==> config.mk <==
export PLATFORM = sky130hd
export DESIGN_NAME = gp0_cmd_sequencer
export DESIGN_NICKNAME = d
export VERILOG_FILES = /design/src/rtl/gp0_pkg.sv /design/src/rtl/gp0_out_skid.sv /design/src/rtl/gp0_cmd_sequencer.sv
export SDC_FILE = /design/constraint.sdc
export NUM_CORES = 1
export LEC_CHECK = 0
export CORE_ASPECT_RATIO = 1.2
export CORE_UTILIZATION = 65
export DETAILED_ROUTE_END_ITERATION = 10
export PLACE_DENSITY = 0.91
export SYNTH_ARGS = -nofsm -noshare
export SYNTH_HDL_FRONTEND = slang
export SYNTH_SLANG_ARGS = --single-unit
export TNS_END_PERCENT = 50
==> constraint.sdc <==
create_clock -name clk -period 4.7 [get_ports clk]
set_input_delay 0.94 -clock clk [delete_from_list [all_inputs] [get_ports clk]]
set_output_delay 0.94 -clock clk [all_outputs]
set_load 0.01 [all_outputs]
==> src/rtl/gp0_pkg.sv <==
// Shared types and command decode for the GP0 command sequencer.
// Read alongside gp0_cmd_sequencer.sv (optional feature macro: GP0_POLYLINE_CAP_EN).
package gp0_pkg;

    typedef enum logic [3:0] {
        CLS_MISC,
        CLS_FILL,
        CLS_POLY,
        CLS_LINE,
        CLS_RECT,
        CLS_COPY,
        CLS_TOVRAM,
        CLS_FROMVRAM,
        CLS_ENV
    } cmd_class_e;

    typedef enum logic [1:0] {
        ST_CMD,
        ST_PARAM,
        ST_POLY,
        ST_DATA
    } seq_state_e;

    localparam logic [31:0] TERM_MASK  = 32'hF000_F000;
    localparam logic [31:0] TERM_VALUE = 32'h5000_5000;

    typedef struct packed {
        logic [31:0] word;
        logic        sop;
        logic        eop;
        logic        is_data;
        logic [7:0]  cmd;
    } out_entry_t;

    function automatic cmd_class_e cmd_class(input logic [7:0] cmd);
        cmd_class_e cls;
        case (cmd[7:5])
            3'd0:    cls = (cmd == 8'h02) ? CLS_FILL : CLS_MISC;
            3'd1:    cls = CLS_POLY;
            3'd2:    cls = CLS_LINE;
            3'd3:    cls = CLS_RECT;
            3'd4:    cls = CLS_COPY;
            3'd5:    cls = CLS_TOVRAM;
            3'd6:    cls = CLS_FROMVRAM;
            default: cls = CLS_ENV;
        endcase
        return cls;
    endfunction

    // Fixed packet length including the command word; for polylines this is the
    // minimum before the terminator search starts, for VRAM writes the header only.
    function automatic logic [4:0] cmd_word_count(input logic [7:0] cmd);
        logic [4:0] nv;
        logic [4:0] cnt;
        nv  = cmd[3] ? 5'd4 : 5'd3;
        cnt = 5'd1;
        case (cmd_class(cmd))
            CLS_FILL:     cnt = 5'd3;
            CLS_POLY:     cnt = 5'd1 + (cmd[2] ? (nv << 1) : nv) + (cmd[4] ? (nv - 5'd1) : 5'd0);
            CLS_LINE:     cnt = cmd[4] ? 5'd4 : 5'd3;
            CLS_RECT:     cnt = 5'd2 + {4'd0, cmd[2]} + ((cmd[4:3] == 2'b00) ? 5'd1 : 5'd0);
            CLS_COPY:     cnt = 5'd4;
            CLS_TOVRAM:   cnt = 5'd3;
            CLS_FROMVRAM: cnt = 5'd3;
            default:      cnt = 5'd1;
        endcase
        return cnt;
    endfunction

endpackage

==> src/rtl/gp0_out_skid.sv <==
// Two-entry output buffer carrying a tagged word towards the primitive setup stage.
// Head is always slot0 so the outputs hold steady while downstream stalls.
module gp0_out_skid
    import gp0_pkg::*;
(
    input  logic       clk,
    input  logic       nRst,
    input  logic       in_valid,
    input  out_entry_t in_entry,
    output logic       out_valid,
    output out_entry_t out_entry,
    input  logic       out_ready,
    output logic [1:0] count
);

    out_entry_t slot0;
    out_entry_t slot1;
    logic [1:0] cnt;
    logic       pop;

    assign out_valid = (cnt != 2'd0);
    assign out_entry = slot0;
    assign count     = cnt;
    assign pop       = out_valid && out_ready;

    always_ff @(posedge clk or negedge nRst) begin
        if (!nRst) begin
            slot0 <= '0;
            slot1 <= '0;
            cnt   <= 2'd0;
        end else begin
            case ({in_valid, pop})
                2'b10: begin
                    if (cnt == 2'd0) slot0 <= in_entry;
                    else             slot1 <= in_entry;
                    cnt <= cnt + 2'd1;
                end
                2'b01: begin
                    slot0 <= slot1;
                    cnt   <= cnt - 2'd1;
                end
                2'b11: begin
                    if (cnt == 2'd1) begin
                        slot0 <= in_entry;
                    end else begin
                        slot0 <= slot1;
                        slot1 <= in_entry;
                    end
                end
                default: ;
            endcase
        end
    end

    // The upstream pop rule must never let a word arrive into a full buffer.
    assert property (@(posedge clk) disable iff (!nRst) !(in_valid && !pop && cnt == 2'd2));

endmodule

==> src/rtl/gp0_cmd_sequencer.sv <==
// GP0 FIFO consumer: tags words as command/parameter/pixel data and frames packets.
// Optional macro GP0_POLYLINE_CAP_EN forces a polyline closed at its 256th vertex.
module gp0_cmd_sequencer #(
    parameter int BUF_DEPTH = 2
) (
    input  logic        clk,
    input  logic        nRst,
    input  logic [31:0] i_fifo_data,
    input  logic        i_fifo_empty,
    output logic        o_fifo_rd,
    output logic [31:0] o_word,
    output logic        o_valid,
    input  logic        i_ready,
    output logic        o_sop,
    output logic        o_eop,
    output logic        o_is_data,
    output logic [7:0]  o_cmd,
    output logic        o_busy
);
    import gp0_pkg::*;

    seq_state_e  state;
    logic [18:0] remaining;
    logic [7:0]  cur_cmd;
    logic        pend;

    logic [1:0]  buf_cnt;
    logic        head_valid;
    out_entry_t  head;
    out_entry_t  in_entry;
    logic        consume;
    logic [2:0]  occ_next;

    logic [4:0]  new_total;
    logic        rem_last;
    logic        to_data;
    logic        to_poly;
    logic        term_hit;
    logic        poly_end;

    logic [9:0]  w_m1;
    logic [8:0]  h_m1;
    logic [19:0] w_px;
    logic [19:0] h_px;
    logic [19:0] px_prod;
    logic [19:0] px_plus;
    logic [18:0] data_words;

`ifdef GP0_POLYLINE_CAP_EN
    logic [8:0]  vtx_cnt;
    logic        vtx_phase;
    logic        vtx_step;
    logic        cap_hit;
`endif

    assign consume  = head_valid && i_ready;
    assign occ_next = {1'b0, buf_cnt} + {2'b0, pend} - {2'b0, consume};
    assign o_fifo_rd = nRst && !i_fifo_empty && (occ_next < 3'(BUF_DEPTH));

    // Pixel count from the size word: 0 wraps to the maximum extent in each axis.
    always_comb begin
        w_m1       = i_fifo_data[9:0] - 10'd1;
        h_m1       = i_fifo_data[24:16] - 9'd1;
        w_px       = {10'd0, w_m1} + 20'd1;
        h_px       = {11'd0, h_m1} + 20'd1;
        px_prod    = w_px * h_px;
        px_plus    = px_prod + 20'd1;
        data_words = px_plus[19:1];
    end

    always_comb begin
        new_total = cmd_word_count(i_fifo_data[31:24]);
        rem_last  = (remaining == 19'd1);
        to_data   = (cmd_class(cur_cmd) == CLS_TOVRAM);
        to_poly   = (cmd_class(cur_cmd) == CLS_LINE) && cur_cmd[3];
        term_hit  = ((i_fifo_data & TERM_MASK) == TERM_VALUE);
`ifdef GP0_POLYLINE_CAP_EN
        vtx_step  = !cur_cmd[4] || vtx_phase;
        cap_hit   = !term_hit && vtx_step && (vtx_cnt == 9'd255);
        poly_end  = term_hit || cap_hit;
`else
        poly_end  = term_hit;
`endif
    end

    always_comb begin
        in_entry.word    = i_fifo_data;
        in_entry.sop     = (state == ST_CMD);
        in_entry.is_data = (state == ST_DATA);
        in_entry.cmd     = (state == ST_CMD) ? i_fifo_data[31:24] : cur_cmd;
        in_entry.eop     = 1'b0;
        case (state)
            ST_CMD:   in_entry.eop = (new_total == 5'd1);
            ST_PARAM: in_entry.eop = rem_last && !to_data && !to_poly;
            ST_POLY:  in_entry.eop = poly_end;
            ST_DATA:  in_entry.eop = rem_last;
            default:  in_entry.eop = 1'b0;
        endcase
    end

    // Classifier advances only on cycles where a popped word is arriving.
    always_ff @(posedge clk or negedge nRst) begin
        if (!nRst) begin
            state     <= ST_CMD;
            remaining <= 19'd0;
            cur_cmd   <= 8'h00;
            pend      <= 1'b0;
`ifdef GP0_POLYLINE_CAP_EN
            vtx_cnt   <= 9'd0;
            vtx_phase <= 1'b0;
`endif
        end else begin
            pend <= o_fifo_rd;
            if (pend) begin
                case (state)
                    ST_CMD: begin
                        cur_cmd <= i_fifo_data[31:24];
                        if (new_total != 5'd1) begin
                            remaining <= {14'd0, new_total - 5'd1};
                            state     <= ST_PARAM;
                        end
                    end
                    ST_PARAM: begin
                        remaining <= remaining - 19'd1;
                        if (rem_last) begin
                            if (to_data) begin
                                remaining <= data_words;
                                state     <= ST_DATA;
                            end else if (to_poly) begin
                                state <= ST_POLY;
`ifdef GP0_POLYLINE_CAP_EN
                                vtx_cnt   <= 9'd2;
                                vtx_phase <= 1'b0;
`endif
                            end else begin
                                state <= ST_CMD;
                            end
                        end
                    end
                    ST_POLY: begin
                        if (poly_end) begin
                            state <= ST_CMD;
                        end
`ifdef GP0_POLYLINE_CAP_EN
                        else begin
                            if (vtx_step) vtx_cnt <= vtx_cnt + 9'd1;
                            vtx_phase <= cur_cmd[4] ? !vtx_phase : 1'b0;
                        end
`endif
                    end
                    ST_DATA: begin
                        remaining <= remaining - 19'd1;
                        if (rem_last) state <= ST_CMD;
                    end
                    default: state <= ST_CMD;
                endcase
            end
        end
    end

    gp0_out_skid u_skid (
        .clk       (clk),
        .nRst      (nRst),
        .in_valid  (pend),
        .in_entry  (in_entry),
        .out_valid (head_valid),
        .out_entry (head),
        .out_ready (i_ready),
        .count     (buf_cnt)
    );

    assign o_valid   = head_valid;
    assign o_word    = head.word;
    assign o_sop     = head.sop;
    assign o_eop     = head.eop;
    assign o_is_data = head.is_data;
    assign o_cmd     = head.cmd;
    assign o_busy    = (state != ST_CMD) || head_valid || pend;

endmodule

==> results.tsv, run 1 <==
metric	value	unit
synth_compound_area_frac	0.167	
grt.total_usage	0.785	
synth-seq-cells	118	
syn_area_per_cell	8.80	um^2
synth_area_leaders	dfrtp_1 (29%), fa_1 (14%), ha_1 (9.3%), o21ai_0 (5.1%), nand2_1 (4.9%)	
io_pins	82	
die_h	140	um
ys_async_sr_fraction	1.00	
grt_max_degree	60	
yosysTopAreaCellShare	0.286	
yosysSeqAreaShare	0.286	
toolErrorMsg	[ERROR GRT-0232] Routing congestion too high. Check the congestion heatmap in the GUI.	
syn_nets	1358	
dp_hpwl	21400	um
syn_inst	1174	
place_congestion	0.936	
rows	50	
synth_area_leader_cell	dfrtp_1	
synth-simple-area-share	0.174	
die_x	117	um
synthAdderAreaFrac	0.231	
numCtsBuffers	17	
globalRouteOverflowTotal	54	
ctsHoldBuffers	0	
synthesis.area	0.0103	mm^2
ys_warn_count	0	
synth_edf_count	0	
htreeDepth	4	
cts_sinks	118	
numPlacedInstances	1560	
cts_root_buffer	clkbuf_16	
synth_top_family_by_area	adder cells	
haltStage	global routing	
io_buffers	81	
clk_path_buf_depth	2	
status	stopped before the end	
synth_xor_area_frac	0.0509	
yosys-mux-area-fraction	0.0337	
synthFlopType	dfrtp_1	
synthDistinctLibCells	71	
start_util	0.663	
## per-layer routing
metal | GRT usage | GRT overflow
met1 | 0.786 | 0
met2 | 0.882 | 31
met3 | 0.727 | 0
met4 | 0.753 | 23
met5 | 0.362 | 0
## logic make-up after synthesis
kind of cell | count (synthesis)
flip-flops | 118
buffers and inverters | 151
XOR/XNOR | 60
AO/OA/AOI/OAI | 280
AND/OR/NAND/NOR | 385
multiplexers | 32
adder cells (fa/ha/maj) | 148
## cell usage after synthesis (all sizes together) (7+ instances only)
| master | n |
|---|---|
| nor2 | 118 |
| a22oi | 39 |
| clkbuf | 49 |
| a31oi | 8 |
| inv | 89 |
| and3 | 9 |
| mux2 | 22 |
| xnor2 | 39 |
| xor2 | 21 |
| nand2b | 18 |
| ha | 77 |
| nor4 | 10 |
| nor3 | 26 |
| dfrtp | 118 |
| a21oi | 60 |
| or2 | 7 |
| mux2i | 10 |
| nor2b | 12 |
| nand3 | 18 |
| fa | 71 |
| o21ai | 114 |
| nand2 | 134 |
| buf | 10 |
| or3 | 8 |
| a21o | 9 |
## stage by stage
stage / cell area, um^2 / util / worst slack (ns)
2_1_floorplan: 10500 / - / -2.11
3_3_place_gp: 12500 / 0.805 / -2.63
3_5_place_dp: 12500 / 0.805 / -2.91
4_1_cts: 13900 / 0.891 / -1.77
## timing repair
item                       in CTS
gates cloned                    0
setup buffers                  26
pin swaps                      88
setup endpoints to repair      17
resized for setup             173
==> inputs of run 2 (changes only) <==
CORE_ASPECT_RATIO = unset   (was 1.2)
CORE_UTILIZATION = 40   (was 65)
PLACE_DENSITY = unset   (was 0.91)
PLACE_DENSITY_LB_ADDON = 0.15   (was unset)
==> run 2 against run 1 <==
The flow now finishes, with violations (negative setup slack). Area after synthesis unchanged. Synthesized cell count stayed put.
==> results.tsv, run 2 <==
metric	value	unit
syn_inst	1174	
antenna_found_initial	0	
drive_gt1_frac	0.271	
finalSetupTns	-22.17	ns
grt_first_pass_wirelength	44900	um
finClkSkew	0.0112	ns
synthFlopType	dfrtp_1	
status	complete, but fails checks	
multi_input_area	0.00754	mm^2
first_global_vias	9018	
pre_cts_ws	-2.89	ns
yosysTopAreaCellShare	0.286	
worstSkewPairLatency	0.43	ns
worst_pin_slew	0.894	ns
period_needed	6.50	ns
final_common_cell	buf_4	
dp_hpwl	20100	um
final_cell_mix	buf_4 (178), nand2_1 (130), dfrtp_1 (118)	
hold_class	reg2reg	
die_h	163	um
dr.pass1.iters	5	
drv_slew	0	
cts_root_buffer	clkbuf_16	
peakVddDrop	0.569	mV
start_util	0.409	
ys_warn_count	0	
numCtsBuffers	17	
clk_path_buf_depth	2	
path_clk_slew	0.06	ns
diodes	0	
htreeDepth	4	
fill_cells	2261	
ys_async_sr_fraction	1.00	
finalPower	9.26	mW
register_area	0.00295	mm^2
num_vias	9100	
rows	58	
worst_slack	-1.80	ns
critPathCaptureType	flip-flop	
core-area	0.0253	mm^2
cts_sinks	118	
finalHoldViolCount	0	
io_pins	82	
cap_violations	0	
power_density	656	mW/mm^2
io_buffers	81	
syn2layout_area_growth	36.6	%
setup_viol	15	
synth_area_leader_cell	dfrtp_1	
synth_commonest_cells	nand2_1 (134), dfrtp_1 (118), nor2_1 (117)	
worstPathArrival	6.81	ns
fp.dieArea	0.0265	mm^2
fin_crit_sh	1.38	
critPathLaunchType	input port	
grt_max_degree	87	
cp_max_fo	3	
violations	negative setup slack	
drt-initial-drc-count	491	
synth_area_leaders	dfrtp_1 (29%), fa_1 (14%), ha_1 (9.3%), o21ai_0 (5.1%), nand2_1 (4.9%)	
slew_headroom	0.403	
whs	0.477	ns
viasPerCell	5.22	
grt.total_usage	0.211	
rsz0062_at_grt	true	
antenna_left	0	
cts_tree	done	
synthesis.area	0.0103	mm^2
die_x	163	um
place_congestion	0.848	
drc	0	
synthDistinctLibCells	71	
cp.required	5.00	ns
ctsHoldBuffers	0	
syn_area_per_cell	8.80	um^2
drt_wl_total	27000	um
post-synth-top-count-cell	nand2_1	
synth_edf_count	0	
crit_type	in2reg	
synth-seq-cells	118	
cellLeakagePower	6.44	nW
syn_nets	1358	
yosysSeqAreaShare	0.286	
avgRoutedWirePerCell	15.5	um
fin_nets	1583	
globalRouteOverflowTotal	0	
fmax	154	MHz
==> run 2: cell type report <==
| class | instances | area share |
|---|---|---|
| Timing Repair Buffer | 265 | 0.157 |
| Tap cell | 330 | 0.0293 |
| Clock inverter | 15 | 0.0129 |
| Multi-Input combinational cell | 905 | 0.535 |
| Inverter | 92 | 0.0263 |
| Sequential cell | 118 | 0.209 |
| Clock buffer | 17 | 0.0302 |
==> run 2: final timing paths <==
path	from	to	slack [ns]	cells after the start
min in group asynchronous	nRst	u_skid.out_entry[4]$_DFFE_PN0P_	0.69	2
hold reg to reg	u_skid.out_entry[11]$_DFFE_PN0P_	u_skid.out_entry[11]$_DFFE_PN0P_	0.48	2
setup / recovery	i_fifo_data[17]	remaining[17]$_DFFE_PN0P_	-1.80	27
max in group asynchronous	nRst	u_skid.out_entry[16]$_DFFE_PN0P_	2.69	3
hold / removal	u_skid.out_entry[11]$_DFFE_PN0P_	u_skid.out_entry[11]$_DFFE_PN0P_	0.48	2
setup reg to reg	remaining[7]$_DFFE_PN0P_	remaining[16]$_DFFE_PN0P_	1.92	7
==> run 2: worst max-delay path, stage by stage <==
cell and delay, ns:
buf_8 0.10, inv_6 0.05, ha_4 0.11, or3b_4 0.40
or3_4 0.38, nor3_2 0.13, nand2_1 0.11, o21ai_4 0.08
xnor2_2 0.12, or2_4 0.25, fa_1 0.57, fa_1 0.44
inv_2 0.07, fa_2 0.43, fa_1 0.51, inv_1 0.05
fa_1 0.50, inv_2 0.05, ha_4 0.15, a21o_1 0.19
a21oi_2 0.21, o22ai_1 0.09, a311o_1 0.29, a21o_1 0.19
a21oi_2 0.14, xor2_1 0.17, o21ai_1 0.07
==> run 2: power by group <==
group          total [mW]  internal (mW)  switching, mW
Clock                1.36          0.805          0.554
Combinational        6.12           3.03           3.09
Sequential           1.78           1.47          0.306
Total                9.26           5.31           3.95
==> run 2: logic make-up (layout without fill, tap and decap cells) <==
| family | after synthesis | after routing | share of synthesized area |
|---|---|---|---|
| AOI/OAI and AO/OA | 280 | 280 | 0.167 |
| adders and majority gates | 148 | 148 | 0.231 |
| xor gates and xnor gates | 60 | 60 | 0.0509 |
| buffers and inverters | 151 | 389 | 0.0573 |
| muxes | 32 | 32 | 0.0337 |
| and+or+nand+nor | 385 | 385 | 0.174 |
| DFF | 118 | 118 | 0.286 |
==> run 2: repair_timing <==
action / 4_1_cts / 5_1_grt
pin swaps: 54 / 56
setup buffers: 13 / 8
endpoints found under the setup margin: 17 / 17
resized for setup: 100 / 75
hold endpoints to repair: 0 / 0
==> run 2: stage by stage <==
step,cell area (um^2),instances,util
floorplan,10500,1174,-
global placement,12700,1689,0.504
detailed placement,12700,1689,0.504
CTS,13700,1734,0.543
global route,14100,1742,0.559
finish,14100,1742,0.559
==> run 2: metal layers <==
metal	up-vias	track usage	share of wire
li1	4454	-	-
met1	4472	0.300	0.49
met2	155	0.343	0.47
met3	19	0.0252	0.031
met4	0	0.0438	0.0094
met5	-	0	0
(Power assumes the default switching activity.)
==> inputs of run 3 (changes only) <==
GPL_TIMING_DRIVEN = 0   (was unset)
HOLD_SLACK_MARGIN = 0.08   (was unset)
TNS_END_PERCENT = 5   (was 50)
==> run 3 against run 2 <==
The run still ends with negative setup slack left. Sequential cell count is the same. Clock skew grew 0.0078 ns. Register-to-register slack lost 0.47 ns. Power shrank 10%. Critical path depth grew 1. Die area is the same. Global-route usage grew 0.89 points. Critical endpoint is now remaining[16]$_DFFE_PN0P_. Largest power group unchanged.
==> results.tsv, run 3 (synthesis gave the netlist of run 2 again) <==
metric	value	unit
status	complete, but fails checks	
violations	negative setup slack	
cts_root_buffer	clkbuf_16	
antenna_found_initial	0	
multi_input_area	0.00731	mm^2
fp.dieArea	0.0265	mm^2
dp_hpwl	20400	um
crit_type	in2reg	
slew_headroom	0.220	
worstPathArrival	7.06	ns
drt_wl_total	27500	um
cellLeakagePower	5.86	nW
place_congestion	0.883	
grt_max_degree	94	
critPathCaptureType	flip-flop	
num_vias	8878	
ctsHoldBuffers	0	
hold_class	in2async	
start_util	0.409	
drv_slew	0	
numPlacedInstances	1573	
cp.required	5.02	ns
final_common_cell	nand2_1	
cts_sinks	118	
dr.pass1.iters	5	
cp_top_family	adder cells	
peakVddDrop	0.436	mV
power_density	635	mW/mm^2
die_h	163	um
drt-initial-drc-count	469	
register_area	0.00295	mm^2
drive_gt1_frac	0.168	
cts_tree	done	
viasPerCell	5.37	
core-area	0.0253	mm^2
grt.total_usage	0.220	
worstSkewPairLatency	0.42	ns
diodes	0	
path_clk_slew	0.07	ns
cap_violations	0	
htreeDepth	4	
fin_crit_sh	1.44	
first_global_vias	8636	
finalHoldViolCount	0	
final_cell_mix	nand2_1 (132), dfrtp_1 (118), nor2_1 (113)	
io_buffers	68	
pre_cts_ws	-3.40	ns
rsz0062_at_grt	true	
setup_viol	16	
syn2layout_area_growth	26.6	%
final_core_util	0.518	
grt_first_pass_wirelength	45700	um
worst_pin_slew	1.16	ns
antenna_left	0	
instances_no_fill	1654	
numCtsBuffers	17	
period_needed	6.75	ns
cp_max_fo	7	
globalRouteOverflowTotal	0	
die_x	163	um
critPathBufInv	8	
slowest_delay	0.54	ns
fill_cells	2364	
slowest_stage	fa_1	
clk_path_buf_depth	2	
finalSetupTns	-24.64	ns
fmax	148	MHz
cp_common_cell	fa_1	
fin_nets	1495	
finClkSkew	0.0190	ns
rows	58	
drc	0	
critPathLaunchType	input port	
avgRoutedWirePerCell	16.7	um
io_pins	82	
worst_slack	-2.05	ns
run 3: report_power, final:
part	switching (mW)	internal (mW)
clock network	0.528	0.810
logic	2.80	2.42
registers	0.274	1.48
total	3.60	4.70
run 3: cell type report:
cell class,instances,area share
Buffer,57,0.0248
Clock buffer,18,0.0336
Clock inverter,14,0.0124
Inverter,92,0.0285
Multi-Input combinational cell,905,0.559
Sequential cell,118,0.226
Tap cell,330,0.0316
Timing Repair Buffer,120,0.0840
run 3: worst register-to-register path, stage by stage, from the launching register on:
cell and delay, ns:
dfrtp_1 0.43, inv_1 0.09, ha_1 0.22, inv_1 0.07, nand2_1 0.08, inv_1 0.09
ha_1 0.24, o21ai_1 0.91, clkbuf_1 0.59, mux2_2 0.41
run 3: layer usage:
metal | track usage | share of wire | vias to the layer above
li1 | - | - | 4298
met5 | 0 | 0 | -
met4 | 0.0565 | 0.013 | 0
met2 | 0.354 | 0.48 | 193
met1 | 0.308 | 0.47 | 4363
met3 | 0.0313 | 0.039 | 24
run 3: timing repair:
action	in CTS	in global routing
resized for setup	97	27
pin swaps	45	37
buffers inserted	39	12
endpoints found under the setup margin	17	17
run 3: stage by stage:
step	hold WS, ns	instance area, um^2	total power [mW]
floorplan	0.450	10500	5.10
global placement	0.462	11600	6.44
detailed placement	0.469	11600	6.48
CTS	0.371	12900	8.23
global route	0.393	13100	9.10
finish	0.383	13100	8.30
run 3: path summary, 6_finish.rpt:
path / from / to / slack (ns) / cells past startpoint
setup reg to reg: u_skid.count[1]$_DFFE_PN0P_ / u_skid.slot1[19]$_DFFE_PN0P_ / 1.45 / 9
hold / removal: nRst / u_skid.out_entry[9]$_DFFE_PN0P_ / 0.38 / 1
setup / recovery: i_fifo_data[16] / remaining[16]$_DFFE_PN0P_ / -2.05 / 28
hold reg to reg: u_skid.out_entry[42]$_DFFE_PN0P_ / u_skid.out_entry[42]$_DFFE_PN0P_ / 0.47 / 2
max in group asynchronous: nRst / u_skid.slot1[13]$_DFFE_PN0P_ / 3.54 / 2
min in group clk: u_skid.out_entry[42]$_DFFE_PN0P_ / u_skid.out_entry[42]$_DFFE_PN0P_ / 0.47 / 2
